--- src/rtl/crc_framer.sv ---
// Byte-stream CRC-16-CCITT framer: passes payload through and appends the CRC, high byte first.
// Optional completed-frame counter enabled with CRC_FRAMER_STATS_EN.
module crc_framer #(
  parameter int          MAX_LEN  = 1024,
  parameter logic [15:0] CRC_INIT = 16'hFFFF
) (
  input  logic        clk,
  input  logic        reset,
  input  logic [7:0]  s_data,
  input  logic        s_valid,
  input  logic        s_last,
  output logic        s_ready,
  output logic [7:0]  m_data,
  output logic        m_valid,
  output logic        m_last,
  input  logic        m_ready,
  output logic        err_long,
  output logic [15:0] frame_count
);

  typedef enum logic [1:0] {
    IDLE,
    DATA,
    CRC_HI,
    CRC_LO
  } state_t;

  localparam logic [15:0] MAX_LEN16 = 16'(MAX_LEN);

  state_t      state;
  state_t      state_n;
  logic [15:0] crc;
  logic [15:0] crc_n;
  logic [15:0] len;
  logic [15:0] len_n;
  logic        can_load;
  logic        load;
  logic [7:0]  load_data;
  logic        load_last;
  logic        err_n;

  // MSB-first polynomial 0x1021, one byte folded in as eight unrolled shift/XOR steps
  function automatic logic [15:0] crc_step(input logic [15:0] c, input logic [7:0] d);
    logic [15:0] r;
    r = c ^ {d, 8'h00};
    for (int i = 0; i < 8; i++) begin
      r = r[15] ? ({r[14:0], 1'b0} ^ 16'h1021) : {r[14:0], 1'b0};
    end
    return r;
  endfunction

  assign can_load = !m_valid || m_ready;
  assign s_ready  = !reset && ((state == IDLE) || (state == DATA)) && can_load;

  always_comb begin
    state_n   = state;
    crc_n     = crc;
    len_n     = len;
    load      = 1'b0;
    load_data = 8'h00;
    load_last = 1'b0;
    err_n     = 1'b0;
    case (state)
      IDLE, DATA: begin
        if (s_valid && s_ready) begin
          load      = 1'b1;
          load_data = s_data;
          crc_n     = crc_step(crc, s_data);
          len_n     = (state == IDLE) ? 16'd1 : len + 16'd1;
          // Hitting MAX_LEN without s_last closes the frame early and flags it
          if (s_last || (len_n == MAX_LEN16)) begin
            state_n = CRC_HI;
            err_n   = !s_last;
          end else begin
            state_n = DATA;
          end
        end
      end
      CRC_HI: begin
        if (can_load) begin
          load      = 1'b1;
          load_data = crc[15:8];
          state_n   = CRC_LO;
        end
      end
      CRC_LO: begin
        if (can_load) begin
          load      = 1'b1;
          load_data = crc[7:0];
          load_last = 1'b1;
          state_n   = IDLE;
          crc_n     = CRC_INIT;
          len_n     = 16'd0;
        end
      end
      default: state_n = IDLE;
    endcase
  end

  // The output register drains on m_ready and reloads in the same cycle without a bubble
  always_ff @(posedge clk) begin
    if (reset) begin
      state    <= IDLE;
      crc      <= CRC_INIT;
      len      <= 16'd0;
      m_valid  <= 1'b0;
      m_data   <= 8'h00;
      m_last   <= 1'b0;
      err_long <= 1'b0;
    end else begin
      state    <= state_n;
      crc      <= crc_n;
      len      <= len_n;
      err_long <= err_n;
      if (load) begin
        m_valid <= 1'b1;
        m_data  <= load_data;
        m_last  <= load_last;
      end else if (m_ready) begin
        m_valid <= 1'b0;
      end
    end
  end

`ifdef CRC_FRAMER_STATS_EN
  logic [15:0] frame_count_q;

  always_ff @(posedge clk) begin
    if (reset) begin
      frame_count_q <= 16'd0;
    end else if ((state == CRC_LO) && can_load) begin
      frame_count_q <= frame_count_q + 16'd1;
    end
  end

  assign frame_count = frame_count_q;
`else
  assign frame_count = 16'd0;
`endif

endmodule
--- config.mk ---
export PLATFORM = sky130hd
export DESIGN_NAME = crc_framer
export DESIGN_NICKNAME = d
export VERILOG_FILES = /design/src/rtl/crc_framer.sv
export SDC_FILE = /design/constraint.sdc
export NUM_CORES = 1
export LEC_CHECK = 0
export CORE_ASPECT_RATIO = 0.7
export CORE_UTILIZATION = 29
export CTS_BUF_LIST = sky130_fd_sc_hd__clkbuf_4
export DETAILED_ROUTE_END_ITERATION = 16
export MAX_ROUTING_LAYER = met4
export PLACE_DENSITY = 0.55
export SLEW_MARGIN = 20
export SYNTH_ARGS = -nofsm -noshare
export SYNTH_HDL_FRONTEND = slang
export SYNTH_SLANG_ARGS = --single-unit
--- constraint.sdc ---
create_clock -name clk -period 3.4 [get_ports clk]
set_clock_uncertainty 0.1 [all_clocks]
set_input_delay 1.02 -clock clk [delete_from_list [all_inputs] [get_ports clk]]
set_output_delay 1.02 -clock clk [all_outputs]
set_load 0.05 [all_outputs]
==> summary.txt, run 1 <==
Floorplanning
  – Die area: 0.00940 sq mm
  – Die height: 81.4 microns
  – Initial Utilization: 0.305
  – Top Ports: about 40
  – Die width: around 120 microns
  – Row count: 28
  – Core Footprint: 0.00858 sq mm

Yosys
  – Syn. warnings: 0
  – Syn Inst Count: between 300 and 400
  – Synth Cell Area: 0.00261 sq mm
  – Cell taking the most area after synthesis: dfxtp_1
  – Synth cell types: 48
  – EDFF count, synth: 0
  – Top-area cell type share of the netlist area: 0.345
  – Synth Area per Inst: about 7.9 sq um
  – Yosys reg bits: 45
  – Ys async rst share: 0
  – Seq/Total Area, Yosys: 0.345
  – Main flop type after synthesis: dfxtp_1
  – Main area contributors after synthesis: dfxtp_1 (34%), xnor2_1 (6.4%), nor2_1 (5.5%)

Global routing
  – First-pass GRT wire length: 10.7 mm
  – Initial antenna violation count: 0
  – Total grt overflow: 0
  – Vias in the first global route: around 2000
  – Largest net degree at the start of global routing: 28
  – GRT Total Usage: 0.152

CTS
  – Cts hold-fix bufs: 0
  – Setup repair bufs after CTS: 0
  – Clock transition at the registers of the reported paths: about 0.14 ns
  – CTS sink cnt: 45
  – Num CTS Buffers: 5
  – H-tree lvl count: 2
  – Post-CTS Resized: 0
  – Root Driver: clkbuf_4
  – Longest Clk Path Bufs: 2
  – CTS tree: done
  – Worst-Skew Late Latency: 0.37 ns

Layout
  – # diodes: 0
  – Share of cells above drive strength 1: 0.0776
  – Area Growth Syn to Fin: 14.6%
  – Most common cell after layout, fill and taps aside: dfxtp_1
  – Count of non-filler cells in the finished layout: between 400 and 500
  – Commonest non-fill, non-tap cells in the layout: dfxtp_1 (45), nor2_1 (38), nand2_1 (31)
  – Layout Nets: 362

Timing
  – Max transition margin: 0.349
  – Worst Max-Slew Pin Slew: 0.975 ns
  – Final Critical Period: 3.16 ns
  – TNS Setup: 0 ns
  – Max-slew violation count: 0
  – # setup viols final: 0
  – Max Clk Rate: between 0.3 and 0.4 GHz
  – Final setup margin: roughly 0.24 ns
  – Crit share post-route: 0.930
  – Final Hold Fails: 0
  – Unrepaired setup endpoints after global routing: no

Placed design
  – Placed cell count: 461
  – Port Buf Inserts: 24
  – DP Worst Slack: between 0.15 and 0.2 ns
  – HPWL Detailed: between 4 and 5 mm
  – Routability Congestion: 0.795

Pwr
  – Power Density: 433 mW/mm^2
  – Clk pwr share: 0.259
  – Maximum VDD drop: 0.162 mV
  – P_int: 849 uW
  – Logic gate share of total power: 0.279
  – Leakage power: 1.02 nW
  – Sequential Power Share: 0.463
  – Sw power: about 450 uW
  – Switching part of the total power: 0.346

Routing
  – Drt first pass iters: 4
  – Via density: 4.98
  – Wire per inst: 14.1 microns
  – Vias: between 2000 and 2500
  – DRC: 0
  – Post-route ant nets: 0
  – Final wirelength: 6.60 mm
  – 1st-iter DRT viols: 202

Worst setup path
  – CP startpoint: m_ready
  – Crit path kind: in -> out
  – Worst r2r src: len[0]
  – R2r endpoint: err_long
  – R2r setup slk: 0.76 ns
  – CP Launch Type: input port
  – Worst path required time: 2.28 ns
  – CP endpoint kind: output port
  – Worst Setup EP: s_ready
  – Worst EP arrival: slightly above 2 ns
  – R2R cell count: 7
  – Critical path fanouts, max: 2

Outcome
  – Outcome: complete, no violations

Hold path
  – Type of the worst min-delay path: reg -> reg

Flow run
  – Max-Cap Viols: 0
[worst max-delay path, stage by stage]
cell and delay, ns:
clkdlybuf4s50_1 0.47, and2b_1 0.20, nor3_2 0.18, buf_12 0.17
[routing by layer]
layer  vias to the layer above  routed length (microns)  track usage
met5                         -                        0            -
met4                         0                       49       0.0351
met3                         7                      373       0.0273
met2                        62                     2480        0.195
met1                      1084                     3700        0.235
li1                       1179                        -            -
[Yosys cell counts, types with 3 or more instances]
master and instances:
a21oi_1 20, or4_1 3, nand2_1 31, nor3_1 13, xnor2_1 19, a221oi_1 9, nand4_1 5, buf_2 6
and4_1 3, dfxtp_1 45, xor2_1 13, nor2_1 38, buf_4 18, o22ai_1 8, and2_1 3, clkbuf_1 14
nand3_1 23, nor4_1 3, mux2i_1 9, a31oi_1 3, o21ai_0 15
[sequential cells by signal, indices dropped and copies added, names as in the netlist]
signal / cells
crc: 16
m_last: 1
m_valid: 1
err_long: 1
state: 2
m_data: 8
len: 16
[power by group through the flow]
stage	registers, mW	clock network, mW	logic (mW)
final	0.600	0.335	0.362
after global routing	0.607	0.368	0.394
after CTS	0.600	0.343	0.362
after detailed placement	0.612	0	0.360
after global placement	0.612	0	0.360
after floorplan	0.633	0	0.254
[logic make-up after synthesis]
group | count (synthesis) | share of synthesized area
multiplexers | 10 | 0.0388
flip-flops | 45 | 0.345
buffers and inverters | 41 | 0.0876
AND/OR/NAND/NOR | 138 | 0.261
other | 1 | 0.00143
adder cells (fa/ha/maj) | 1 | 0.00479
XOR/XNOR | 32 | 0.107
AO/OA/AOI/OAI | 64 | 0.154
[metrics by stage]
step,total power [mW],hold slack [ns],util,area (sq um)
floorplan,0.887,0.358,-,2680
global placement,0.972,0.346,0.340,2920
detailed placement,0.972,0.348,0.340,2920
CTS,1.31,0.367,0.349,2990
global route,1.37,0.384,0.349,2990
finish,1.30,0.364,0.349,2990
[cell type report]
cell class	count	area (sq um)
inverters	2	7.51
flip-flops and latches	45	901
multi-input cells	261	1550
clock inverters	2	35.0
fillers	908	5590
clock buffers	5	37.5
well taps	120	150
repair buffers	33	318
[worst min-delay path by stage]
stage                 start  endpoint  cells past startpoint
finish               m_last    m_last                      2
global route         m_last    m_last                      2
CTS                  m_last    m_last                      2
detailed placement   m_last    m_last                      2
global placement     m_last    m_last                      2
floorplan           len[15]   len[15]                      2
Power figures use the tool's default switching activity.
==> inputs of run 2 (changes only) <==
--- a/config.mk
+++ b/config.mk
@@ -6,12 +6,14 @@
 export NUM_CORES = 1
 export LEC_CHECK = 0
 export CORE_ASPECT_RATIO = 0.7
+export CORE_MARGIN = 4
 export CORE_UTILIZATION = 29
 export CTS_BUF_LIST = sky130_fd_sc_hd__clkbuf_4
 export DETAILED_ROUTE_END_ITERATION = 16
 export MAX_ROUTING_LAYER = met4
 export PLACE_DENSITY = 0.55
-export SLEW_MARGIN = 20
+export SETUP_SLACK_MARGIN = 0.15
+export SLEW_MARGIN = 30
 export SYNTH_ARGS = -nofsm -noshare
 export SYNTH_HDL_FRONTEND = slang
 export SYNTH_SLANG_ARGS = --single-unit
==> run 2 against run 1 <==
Effect of this change:
- critical path depth stayed put
- clock power is 2% lower
- wire length is 1.8% higher
- critical path type unchanged
- non-clock buffer count stayed put
- sequential cell count stayed put
- maximum frequency is 0.62% higher
- register-to-register slack worse by 0.02 ns
- setup slack better by 0.019 ns
- power is 0.39% lower
- worst hold slack worse by 0.00067 ns
- combinational power hardly changed
- count of clock-buffer cells in the layout stayed put
- highest routed layer unchanged
==> summary.txt, run 2 (synthesis results as in run 1) <==
CTS
  – Worst-Skew Late Latency: 0.37 ns (about the same)
  – Setup repair bufs after CTS: 0 (unchanged)
  – H-tree lvl count: 2 (unchanged)
  – Post-CTS Resized: 0 (unchanged)
  – Cts hold-fix bufs: 0 (unchanged)
  – Clock transition at the registers of the reported paths: 0.13 ns (about the same)
  – Longest Clk Path Bufs: 2 (unchanged)
  – CTS tree: done
  – Num CTS Buffers: 5 (unchanged)
  – CTS sink cnt: 45 (unchanged)
  – Root Driver: clkbuf_4

Routing
  – DRC: 0 (unchanged)
  – Vias: 2319 (-0.56%)
  – Drt first pass iters: 4 (unchanged)
  – Post-route ant nets: 0 (unchanged)
  – 1st-iter DRT viols: 251 (+24%)
  – Wire per inst: 14.4 microns (+1.8%)
  – Final wirelength: 6.72 mm (+1.8%)
  – Via density: 4.96 (-0.56%)

Pwr
  – Leakage power: 1.02 nW (unchanged)
  – Power Density: 432 mW/mm^2 (-0.39%)
  – Maximum VDD drop: 0.146 mV (-9.8%)

Worst setup path
  – R2r setup slk: 0.74 ns (-0.02 ns)
  – Critical-path top delay cell: clkdlybuf4s50_1
  – Worst path required time: 2.28 ns (about the same)
  – CP Launch Type: input port
  – CP Buf/Inv Count: 2 (unchanged)
  – Critical-path cell list: clkdlybuf4s50_1, and2b_1, nor3_2, buf_12
  – Worst EP arrival: 2.02 ns (-0.02 ns)
  – Critical path fanouts, max: 2 (unchanged)
  – Crit path kind: in -> out
  – Slowest stage delay, CP: 0.46 ns (about the same)
  – CP delay by family, top: buffers and inverters
  – CP endpoint kind: output port

Timing
  – # setup viols final: 0 (unchanged)
  – Max-slew violation count: 0 (unchanged)
  – Crit share post-route: 0.925 (-0.00573)
  – TNS Setup: 0 ns (unchanged)
  – Hold slack: 0.364 ns (-0.000669 ns)
  – Final Hold Fails: 0 (unchanged)
  – Max Clk Rate: 0.318 GHz (+0.62%)
  – Unrepaired setup endpoints after global routing: no
  – Worst Max-Slew Pin Slew: 0.912 ns (-0.0627 ns)
  – Final Critical Period: 3.14 ns (-0.0195 ns)
  – Max transition margin: 0.391 (+0.0419)

Global routing
  – First-pass GRT wire length: 11.4 mm (+7.0%)
  – GRT Total Usage: 0.139 (-0.0130)
  – Initial antenna violation count: 0 (unchanged)
  – Largest net degree at the start of global routing: 28 (unchanged)
  – Vias in the first global route: 2144 (+7.0%)
  – Total grt overflow: 0 (unchanged)

Floorplanning
  – Die area: 0.0106 sq mm (+13%)
  – Die height: 87.4 microns (+7.4%)
  – Row count: 28 (unchanged)
  – Die width: 121 microns (+5.2%)
  – Core Footprint: 0.00862 sq mm (+0.41%)
  – Initial Utilization: 0.303 (-0.00124)
  – Top Ports: 41 (unchanged)

Layout
  – Regs by FF count: crc x16, len x16, m_data x8
  – Share of cells above drive strength 1: 0.0776 (unchanged)
  – Area Growth Syn to Fin: 14.6% (unchanged)
  – # diodes: 0 (unchanged)
  – Most common cell after layout, fill and taps aside: dfxtp_1
  – Layout Nets: 362 (unchanged)
  – Post-Route Utilization: 0.347 (-0.00142)
  – Commonest non-fill, non-tap cells in the layout: dfxtp_1 (45), nor2_1 (38), nand2_1 (31)
  – Fillcell total: 922 (+1.5%)

Outcome
  – Outcome: complete, no violations

Placed design
  – HPWL Detailed: 4.72 mm (+2.6%)
  – Routability Congestion: 0.807 (+1.6%)
  – Port Buf Inserts: 24 (unchanged)

Flow run
  – Max-Cap Viols: 0 (unchanged)

Hold path
  – Type of the worst min-delay path: reg -> reg
==> run 2: cell counts in the layout (fill, tap and decap cells not counted) <==
Identical to the previous run, type by type.
==> run 2: final cells by class <==
type,instances,area (sq um),share of cell area
Multi-Input combinational cell,261,1550,0.516
Tap cell,120,150,0.0501
Clock buffer,5,37.5,0.0125
Timing Repair Buffer,33,318,0.106
Inverter,2,7.51,0.00251
Sequential cell,45,901,0.301
Clock inverter,2,35.0,0.0117
==> run 2: power by group <==
| part | internal (mW) | switching [mW] | total, mW |
|---|---|---|---|
| registers | 0.560 | 0.0404 | 0.600 |
| clock network | 0.150 | 0.179 | 0.329 |
| logic | 0.139 | 0.224 | 0.363 |
==> run 2: path summary, 6_finish.rpt <==
check                from        to  cells after the start
setup reg to reg   len[0]  state[1]                      7
hold / removal     m_last    m_last                      2
setup / recovery  m_ready   s_ready                      4
hold reg to reg    m_last    m_last                      2
==> run 2: layer usage <==
| layer | global-route usage | up-vias | routed length, microns |
|---|---|---|---|
| li1 | - | 1176 | - |
| met1 | 0.206 | 1054 | 3380 |
| met2 | 0.183 | 85 | 2630 |
| met3 | 0.0338 | 4 | 671 |
| met4 | 0.0366 | 0 | 40 |
| met5 | - | - | 0 |
==> run 2: through the flow <==
step	worst slack [ns]	power, mW	std cells	area (sq um)
3_5_place_dp	0.187	0.973	461	2920
4_1_cts	0.245	1.31	468	2990
2_1_floorplan	0.407	0.887	347	2680
6_report	0.256	1.29	468	2990
3_3_place_gp	0.221	0.971	461	2920
5_1_grt	0.212	1.37	468	2990
==> run 2: worst register-to-register path, cell delays in order, from the launching register on <==
cell	delay, ns
dfxtp_1	0.51
ha_1	0.30
and4_1	0.37
nand3_1	0.16
a21oi_1	0.16
nor3_1	0.08
or4_4	0.59
o31ai_1	0.30
